<file path="config.mk">
export PLATFORM = sky130hd
export DESIGN_NAME = branch_predictor_pht
export DESIGN_NICKNAME = d
export VERILOG_FILES = /design/src/rtl/branch_predictor_pht.sv
export SDC_FILE = /design/constraint.sdc
export NUM_CORES = 1
export LEC_CHECK = 0
export CAP_MARGIN = 20
export CORE_MARGIN = 4
export CORE_UTILIZATION = 40
export CTS_CLUSTER_DIAMETER = 60
export DETAILED_ROUTE_END_ITERATION = 8
export SYNTH_ARGS = -nofsm -noshare
export SYNTH_HDL_FRONTEND = slang
export SYNTH_SLANG_ARGS = --single-unit
</file>
<file path="constraint.sdc">
create_clock -name clk -period 3.77 [get_ports clk]
set_clock_uncertainty 0.05 [all_clocks]
set_input_delay 0.754 -clock clk [delete_from_list [all_inputs] [get_ports clk]]
set_output_delay 0.754 -clock clk [all_outputs]
set_load 0.05 [all_outputs]
</file>
<file path="src/rtl/branch_predictor_pht.sv">
// Pattern history table of saturating counters, indexed by the fetch PC.
// Defining GSHARE_EN XORs a global history register into the index (gshare).
module branch_predictor_pht #(
    parameter int INDEX_BITS = 6,
    parameter int CTR_BITS   = 2,
    parameter int GHR_BITS   = 6
) (
    input  logic                  clk,
    input  logic                  reset,
    input  logic [31:0]           PCF,
    output logic                  PredictTakenF,
    output logic [INDEX_BITS-1:0] PredictIndexF,
    input  logic                  UpdateE,
    input  logic [INDEX_BITS-1:0] UpdateIndexE,
    input  logic                  BranchTakenE,
    input  logic                  PredictedTakenE,
    output logic                  MispredictE,
    output logic [15:0]           MispredictCount
);

    localparam int DEPTH = 1 << INDEX_BITS;
    localparam logic [CTR_BITS-1:0] CTR_MAX = {CTR_BITS{1'b1}};
    localparam logic [15:0] CNT_MAX = 16'hFFFF;

    logic [CTR_BITS-1:0]   ctr_q [DEPTH];
    logic [CTR_BITS-1:0]   ctr_cur;
    logic [CTR_BITS-1:0]   ctr_d;
    logic [INDEX_BITS-1:0] pc_idx;
    logic [INDEX_BITS-1:0] fetch_idx;
    logic [15:0]           cnt_q;
    logic [15:0]           cnt_d;
    logic                  unused_pcf_bits;

    // PCs are word aligned, so the byte offset and the upper bits never index.
    assign pc_idx          = PCF[INDEX_BITS+1:2];
    assign unused_pcf_bits = ^{PCF[31:INDEX_BITS+2], PCF[1:0]};

`ifdef GSHARE_EN
    logic [GHR_BITS-1:0] ghr_q;
    logic [GHR_BITS-1:0] ghr_d;

    always_comb begin
        ghr_d = ghr_q;
        if (UpdateE) begin
            ghr_d = GHR_BITS'({ghr_q, BranchTakenE});
        end
    end

    always_ff @(posedge clk) begin
        if (reset) begin
            ghr_q <= '0;
        end else begin
            ghr_q <= ghr_d;
        end
    end

    assign fetch_idx = pc_idx ^ INDEX_BITS'(ghr_q);
`else
    assign fetch_idx = pc_idx;
`endif

    // Prediction reads the stored counter directly: a same-cycle update is not bypassed.
    assign PredictIndexF = fetch_idx;
    assign PredictTakenF = ctr_q[fetch_idx][CTR_BITS-1];

    assign ctr_cur = ctr_q[UpdateIndexE];

    always_comb begin
        ctr_d = ctr_cur;
        if (BranchTakenE) begin
            if (ctr_cur != CTR_MAX) begin
                ctr_d = ctr_cur + 1'b1;
            end
        end else begin
            if (ctr_cur != '0) begin
                ctr_d = ctr_cur - 1'b1;
            end
        end
    end

    always_ff @(posedge clk) begin
        if (reset) begin
            for (int i = 0; i < DEPTH; i++) begin
                ctr_q[i] <= '0;
            end
        end else if (UpdateE) begin
            ctr_q[UpdateIndexE] <= ctr_d;
        end
    end

    assign MispredictE = UpdateE & (BranchTakenE ^ PredictedTakenE);

    always_comb begin
        cnt_d = cnt_q;
        if (MispredictE && (cnt_q != CNT_MAX)) begin
            cnt_d = cnt_q + 16'd1;
        end
    end

    always_ff @(posedge clk) begin
        if (reset) begin
            cnt_q <= '0;
        end else begin
            cnt_q <= cnt_d;
        end
    end

    assign MispredictCount = cnt_q;

endmodule

</file>
==> metrics, run 1 <==
sequential-to-total area share from yosys stat 0.534; vias per cell ~5.8; Tmin final roughly 3.7 ns; H-Tree Depth 4; crit path kind input pin to primary output; DIE WIDTH between 100 and 150 microns; dpl ws -0.264 ns; fin. max-slew vios 0; buffer count from post-CTS setup fixing 0; Yosys warning count 0; root buf cell clkbuf_16; ANT cells 0; Final HPWL DP roughly 16 mm; Slew @ Worst Pin roughly 0.93 ns; most common cell after layout, fill and taps aside edfxtp_1; Hold Path End MispredictCount[5]$_SDFFE_PP0P_; hold slack final 0.478 ns; clock network power share 0.409; starting density of the core 0.411; CTS tree built; Min-Delay Path Class flop to flop; post-synth top area cell edfxtp_1; total track usage 0.205; CP Capture Type primary output; first-pass GRT wire length about 34 mm; number of buffers created by CTS 17; fillers 1681; Synth Register Bits 144; cell area after synthesis approximately 7800 sq um; Arr. time, crit path 2.94 ns; first drt pass iteration count 5; syn nets 763; final cycle utilization of the critical path 0.993; CP startpoint kind input pin; max frequency between 200 and 300 MHz; Final Hold Viols 0; switch share 0.273; hold buffer count at CTS 0; Routed WL about 22 mm; Die Y 148 microns; number of global-route vias before repair between 5000 and 6000; wire per inst ~21 microns; combinational power share 0.136; Worst-path clk slew ~0.07 ns; Core Rows 50; post-CTS resize count 6; gpl congestion about 0.91; Die Area 21800 sq um; top_reg_cell synth edfxtp_1; area occupied by multi-input gates roughly 3200 sq um; crit path max fanout 8; worst relative slew slack 0.372; Reg-to-Reg Start ctr_q[38][0]$_SDFFCE_PN0P_; Setup TNS 0 ns; DRC 0; setup ws final roughly 0.026 ns; Clock Sinks around 140; number of antenna violations at the first check in global routing 0; Cell Int Power roughly 2900 uW; sequential power share 0.455; nets@finish 817; register area between 4000 and 5000 sq um; Max Cap Viol 0; Worst EP required 2.97 ns; largest net degree at the start of global routing 35; Placeable Area about 19000 sq um; PwrDens 427 nW/um^2; status complete, no violations; Reg2Reg Depth 8; I/O Buffers 40; worst hold start MispredictCount[5]$_SDFFE_PP0P_; ys async rst share 0; post-synth top area share 0.493; number of routed nets with antenna violations 0; final total power between 3000 and 4000 uW; Reg2Reg Setup Slack 0.91 ns; Bufs on Longest Clock Path 2; IO Pins 67; endpoints failing setup 0; Worst R2R End ctr_q[27][1]$_SDFFCE_PN0P_; commonest cells after routing, fill and taps aside edfxtp_1 (128), nor2_1 (123), nand2_1 (115); share of cells above drive strength 1 0.201; hold depth 2; routed vias between 6000 and 7000; DRT iter0 DRCs 661; Mean Syn Cell Area 10.8 sq um; number of synthesized flops with an enable pin 128; Peak VDD IR a little under 0.3 mV; Area Growth Syn to Fin 19.6%; clk_lat worst skew about 0.44 ns; Leak ~0.0033 uW; GR Overflow Total 0; Post-Synthesis Cells between 700 and 800; RSZ-0062 raised after global routing no; switching power about 1100 uW; Yosys cell types 63; synth top area cells edfxtp_1 (49%), mux4_2 (9.2%), nor2_1 (5.9%)
==> critical path: stages <==
cell and delay (ns):
dlygate4sd2_1 0.39, bufbuf_16 0.34, mux4_2 0.30, mux4_2 0.49, mux4_2 0.46, buf_4 0.20
==> layout make-up <==
cell class,instances,share of cell area
Sequential cell,144,0.446
Clock inverter,14,0.0123
Inverter,15,0.00604
Clock buffer,18,0.0483
Multi-Input combinational cell,495,0.346
Tap cell,260,0.0349
Timing Repair Buffer,100,0.106
==> metrics by stage <==
stage	instances	utilization	cell area, sq um
after floorplan	719	-	7800
after global placement	1012	0.459	8700
after detailed placement	1012	0.459	8700
after CTS	1046	0.492	9330
after global routing	1046	0.492	9330
final	1046	0.492	9330
==> sequential cells by signal, summed over array words and instances, names as in the netlist <==
name,cells
ctr_q,128
MispredictCount,16
==> how the worst max path moves through the flow <==
stage	from	end	slack (ns)	depth (start not counted)
detailed placement	PCF[2]	PredictTakenF	-0.26	6
global placement	PCF[2]	PredictTakenF	-0.28	6
CTS	PCF[3]	PredictTakenF	0.03	6
finish	PCF[3]	PredictTakenF	0.03	6
global route	PCF[3]	PredictTakenF	0.001	6
floorplan	PCF[2]	PredictTakenF	0.16	5
==> power by group through the flow <==
stage / Clock [uW] / Sequential, uW / Combinational (uW)
2_1_floorplan: 0 / 1840 / 344
6_report: 1630 / 1810 / 544
4_1_cts: 1660 / 1810 / 540
3_5_place_dp: 0 / 1850 / 530
3_3_place_gp: 0 / 1840 / 523
5_1_grt: 1710 / 1820 / 574
==> cells in the mapped netlist (2+ instances only) <==
master    instances
o211ai_1          3
and3_1            7
o22ai_1          10
buf_2            12
inv_1            15
mux4_2           32
nand3_1          11
nand3b_1          5
nor2b_1           4
o21ai_0          29
edfxtp_1        128
nand4_1           4
buf_6             2
and4_1            2
nand2b_1          7
or2_2             2
buf_4            21
xor2_1            2
buf_1             3
nor2_1          123
o32a_1            2
nand2_1         115
a22oi_1           7
dfxtp_1          16
nor3_2           15
mux2i_1          17
a31oi_1           2
o31ai_1           4
clkbuf_1         27
a221oi_1          3
nor3b_1           5
a21oi_1           9
or3_1             6
and3b_1           2
nor3_1           27
a32oi_1           2
and2_1            2
xnor2_1           9
nor3b_2           2
mux2_2            2
==> per-layer routing <==
layer | up-vias | GRT usage | wire length (microns)
li1 | 2725 | - | -
met1 | 3017 | 0.266 | 8980
met2 | 289 | 0.348 | 10900
met3 | 39 | 0.0399 | 1670
met4 | 0 | 0.0606 | 413
met5 | - | 0 | 0
==> cell families (layout without fill, tap and decap cells) <==
| family | after synthesis | count (layout) | synth area share |
|---|---|---|---|
| adder cells (fa/ha/maj) | 3 | 3 | 0.00433 |
| flip-flops | 144 | 144 | 0.534 |
| AND/OR/NAND/NOR | 345 | 345 | 0.208 |
| buffers and inverters | 80 | 147 | 0.0525 |
| multiplexers | 51 | 51 | 0.117 |
| AO/OA/AOI/OAI | 85 | 85 | 0.0712 |
| XOR/XNOR | 11 | 11 | 0.0124 |
No activity file was read; power rests on OpenSTA's default activity.
==> inputs of run 2 (changes only) <==
--- a/config.mk
+++ b/config.mk
@@ -7,9 +7,10 @@
 export LEC_CHECK = 0
 export CAP_MARGIN = 20
 export CORE_MARGIN = 4
-export CORE_UTILIZATION = 40
+export CORE_UTILIZATION = 41
 export CTS_CLUSTER_DIAMETER = 60
 export DETAILED_ROUTE_END_ITERATION = 8
+export GPL_ROUTABILITY_DRIVEN = 0
 export SYNTH_ARGS = -nofsm -noshare
 export SYNTH_HDL_FRONTEND = slang
 export SYNTH_SLANG_ARGS = --single-unit
==> run 2 against run 1 <==
Compared with the run above:
- maximum frequency is 1.8% higher
- power down 0.63%
- die area fell by 2.3%
- register-to-register slack got worse by 0.07 ns
- sequential share of layout area up 0.078 points
- setup slack improved by 0.066 ns
- highest routed layer unchanged
==> metrics, run 2 (synthesis gave the netlist of run 1 again) <==
Reg-to-Reg Start ctr_q[34][0]$_SDFFCE_PN0P_ (was ctr_q[38][0]$_SDFFCE_PN0P_); Largest register FFs 128 (unchanged); Worst-path clk slew 0.06 ns (was 0.07 ns); commonest cells after routing, fill and taps aside edfxtp_1 (128), nor2_1 (123), nand2_1 (115) (unchanged); hold buffer count at CTS 0 (unchanged); IO Pins 67 (unchanged); CTS tree built (unchanged); H-Tree Depth 4 (unchanged); CP startpoint kind input pin (unchanged); routed vias 5981 (was 6070); starting density of the core 0.417 (was 0.411); Die Area 21300 sq um (was 21800 sq um); crit path kind input pin to primary output (unchanged); wire per inst 21.0 microns (about the same); first-pass GRT wire length 33.7 mm (was 34.1 mm); number of routed nets with antenna violations 0 (unchanged); Area Growth Syn to Fin 19.4% (was 19.6%); Worst EP required 2.97 ns (about the same); CP Capture Type primary output (unchanged); nets@finish 819 (was 817); largest net degree at the start of global routing 31 (was 35); total track usage 0.205 (about the same); Min-Delay Path Class flop to flop (unchanged); hold depth 2 (unchanged); Final HPWL DP 15.5 mm (was 15.8 mm); max frequency 272 MHz (was 267 MHz); Hold Path End MispredictCount[8]$_SDFFE_PP0P_ (was MispredictCount[5]$_SDFFE_PP0P_); final total power 3960 uW (was 3990 uW); Routed WL 21.5 mm (was 22.0 mm); Clock Sinks 144 (unchanged); first drt pass iteration count 6 (was 5); vias per cell 5.85 (was 5.80); Worst R2R End ctr_q[14][0]$_SDFFCE_PN0P_ (was ctr_q[27][1]$_SDFFCE_PN0P_); number of buffers created by CTS 17 (unchanged); Placeable Area 18700 sq um (was 19000 sq um); Bufs on Longest Clock Path 2 (unchanged); Most flops, register ctr_q (unchanged); share of cells above drive strength 1 0.198 (was 0.201); Die Y 146 microns (was 148 microns); RSZ-0062 raised after global routing no (unchanged); I/O Buffers 40 (unchanged); Tmin final 3.68 ns (was 3.74 ns); worst hold start MispredictCount[8]$_SDFFE_PP0P_ (was MispredictCount[5]$_SDFFE_PP0P_); endpoints failing setup 0 (unchanged); Post-DP Area 8690 sq um (was 8700 sq um); root buf cell clkbuf_16 (unchanged); crit path max fanout 9 (was 8); fillers 1652 (was 1681); fin. max-slew vios 0 (unchanged); DRT iter0 DRCs 608 (was 661); ANT cells 0 (unchanged); PwrDens 425 nW/um^2 (was 427 nW/um^2); Reg2Reg Setup Slack 0.84 ns (was 0.91 ns); most common cell after layout, fill and taps aside edfxtp_1 (unchanged); Max Cap Viol 0 (unchanged); status complete, no violations (unchanged); number of global-route vias before repair 6018 (was 5951); GR Overflow Total 0 (unchanged); clk_lat worst skew 0.43 ns (was 0.44 ns); Final Hold Viols 0 (unchanged); Peak VDD IR 0.322 mV (was 0.298 mV); Leak 0.00330 uW (was 0.00332 uW); number of antenna violations at the first check in global routing 0 (unchanged); DRC 0 (unchanged); Slew @ Worst Pin 0.996 ns (was 0.934 ns); Reg2Reg Depth 9 (was 8); worst relative slew slack 0.330 (was 0.372); Core Rows 50 (unchanged); fin area 9310 sq um (was 9330 sq um); final cycle utilization of the critical path 0.975 (was 0.993); DIE WIDTH 146 microns (was 148 microns); Arr. time, crit path 2.87 ns (was 2.94 ns)
==> run 2: worst max-delay path by stage <==
stage                    startpoint                    endpoint  slack [ns]
global route        UpdateIndexE[0]  ctr_q[54][1]$_SDFFCE_PN0P_        0.02
detailed placement           PCF[2]               PredictTakenF       -0.28
floorplan                    PCF[2]               PredictTakenF        0.16
global placement             PCF[2]               PredictTakenF       -0.26
finish                       PCF[2]               PredictTakenF        0.09
CTS                          PCF[2]               PredictTakenF        0.08
==> run 2: worst max-delay path, cell delays in order <==
cell    delay (ns)
buf_2         0.19
buf_12        0.18
mux4_2        0.51
mux4_2        0.54
mux4_2        0.49
buf_4         0.20
==> run 2: layout make-up <==
class	count	area (sq um)	share of cell area
sequential	144	4160	0.447
timing repair buffer	102	1010	0.109
clock inverter	11	116	0.0125
multi-input combinational	495	3230	0.346
inverter	15	56.3	0.00605
clock buffer	21	440	0.0473
tap	234	293	0.0314
==> run 2: timing repair <==
item / 4_1_cts / 5_1_grt
endpoints found under the setup margin: 1 / 0
resized for setup: 9 / 0
buffers inserted: 1 / 0
==> run 2: report_power, final <==
| part | switching, uW | internal (uW) | leakage, uW |
|---|---|---|---|
| registers | 29.1 | 1780 | 0.00145 |
| clock network | 642 | 967 | 0.000268 |
| logic | 325 | 212 | 0.00158 |
| total | 997 | 2960 | 0.00330 |
==> run 2: layer usage <==
layer  vias to the layer above  GRT usage  share of wire
met2                       286      0.337           0.49
met5                         -          0              0
met4                         0     0.0717          0.026
li1                       2727          -              -
met3                        44     0.0492          0.075
met1                      2924      0.265           0.41
==> run 2: stage by stage <==
stage / hold WS [ns] / util / setup WS [ns] / instances / TNS [ns]
final: 0.474 / 0.498 / 0.0925 / 1022 / 0
after global routing: 0.528 / 0.498 / 0.0202 / 1022 / 0
after CTS: 0.473 / 0.498 / 0.0782 / 1022 / 0
after detailed placement: 0.464 / 0.465 / -0.276 / 987 / -24.51
after global placement: 0.435 / 0.465 / -0.264 / 987 / -26.08
after floorplan: 0.671 / - / 0.158 / 719 / 0
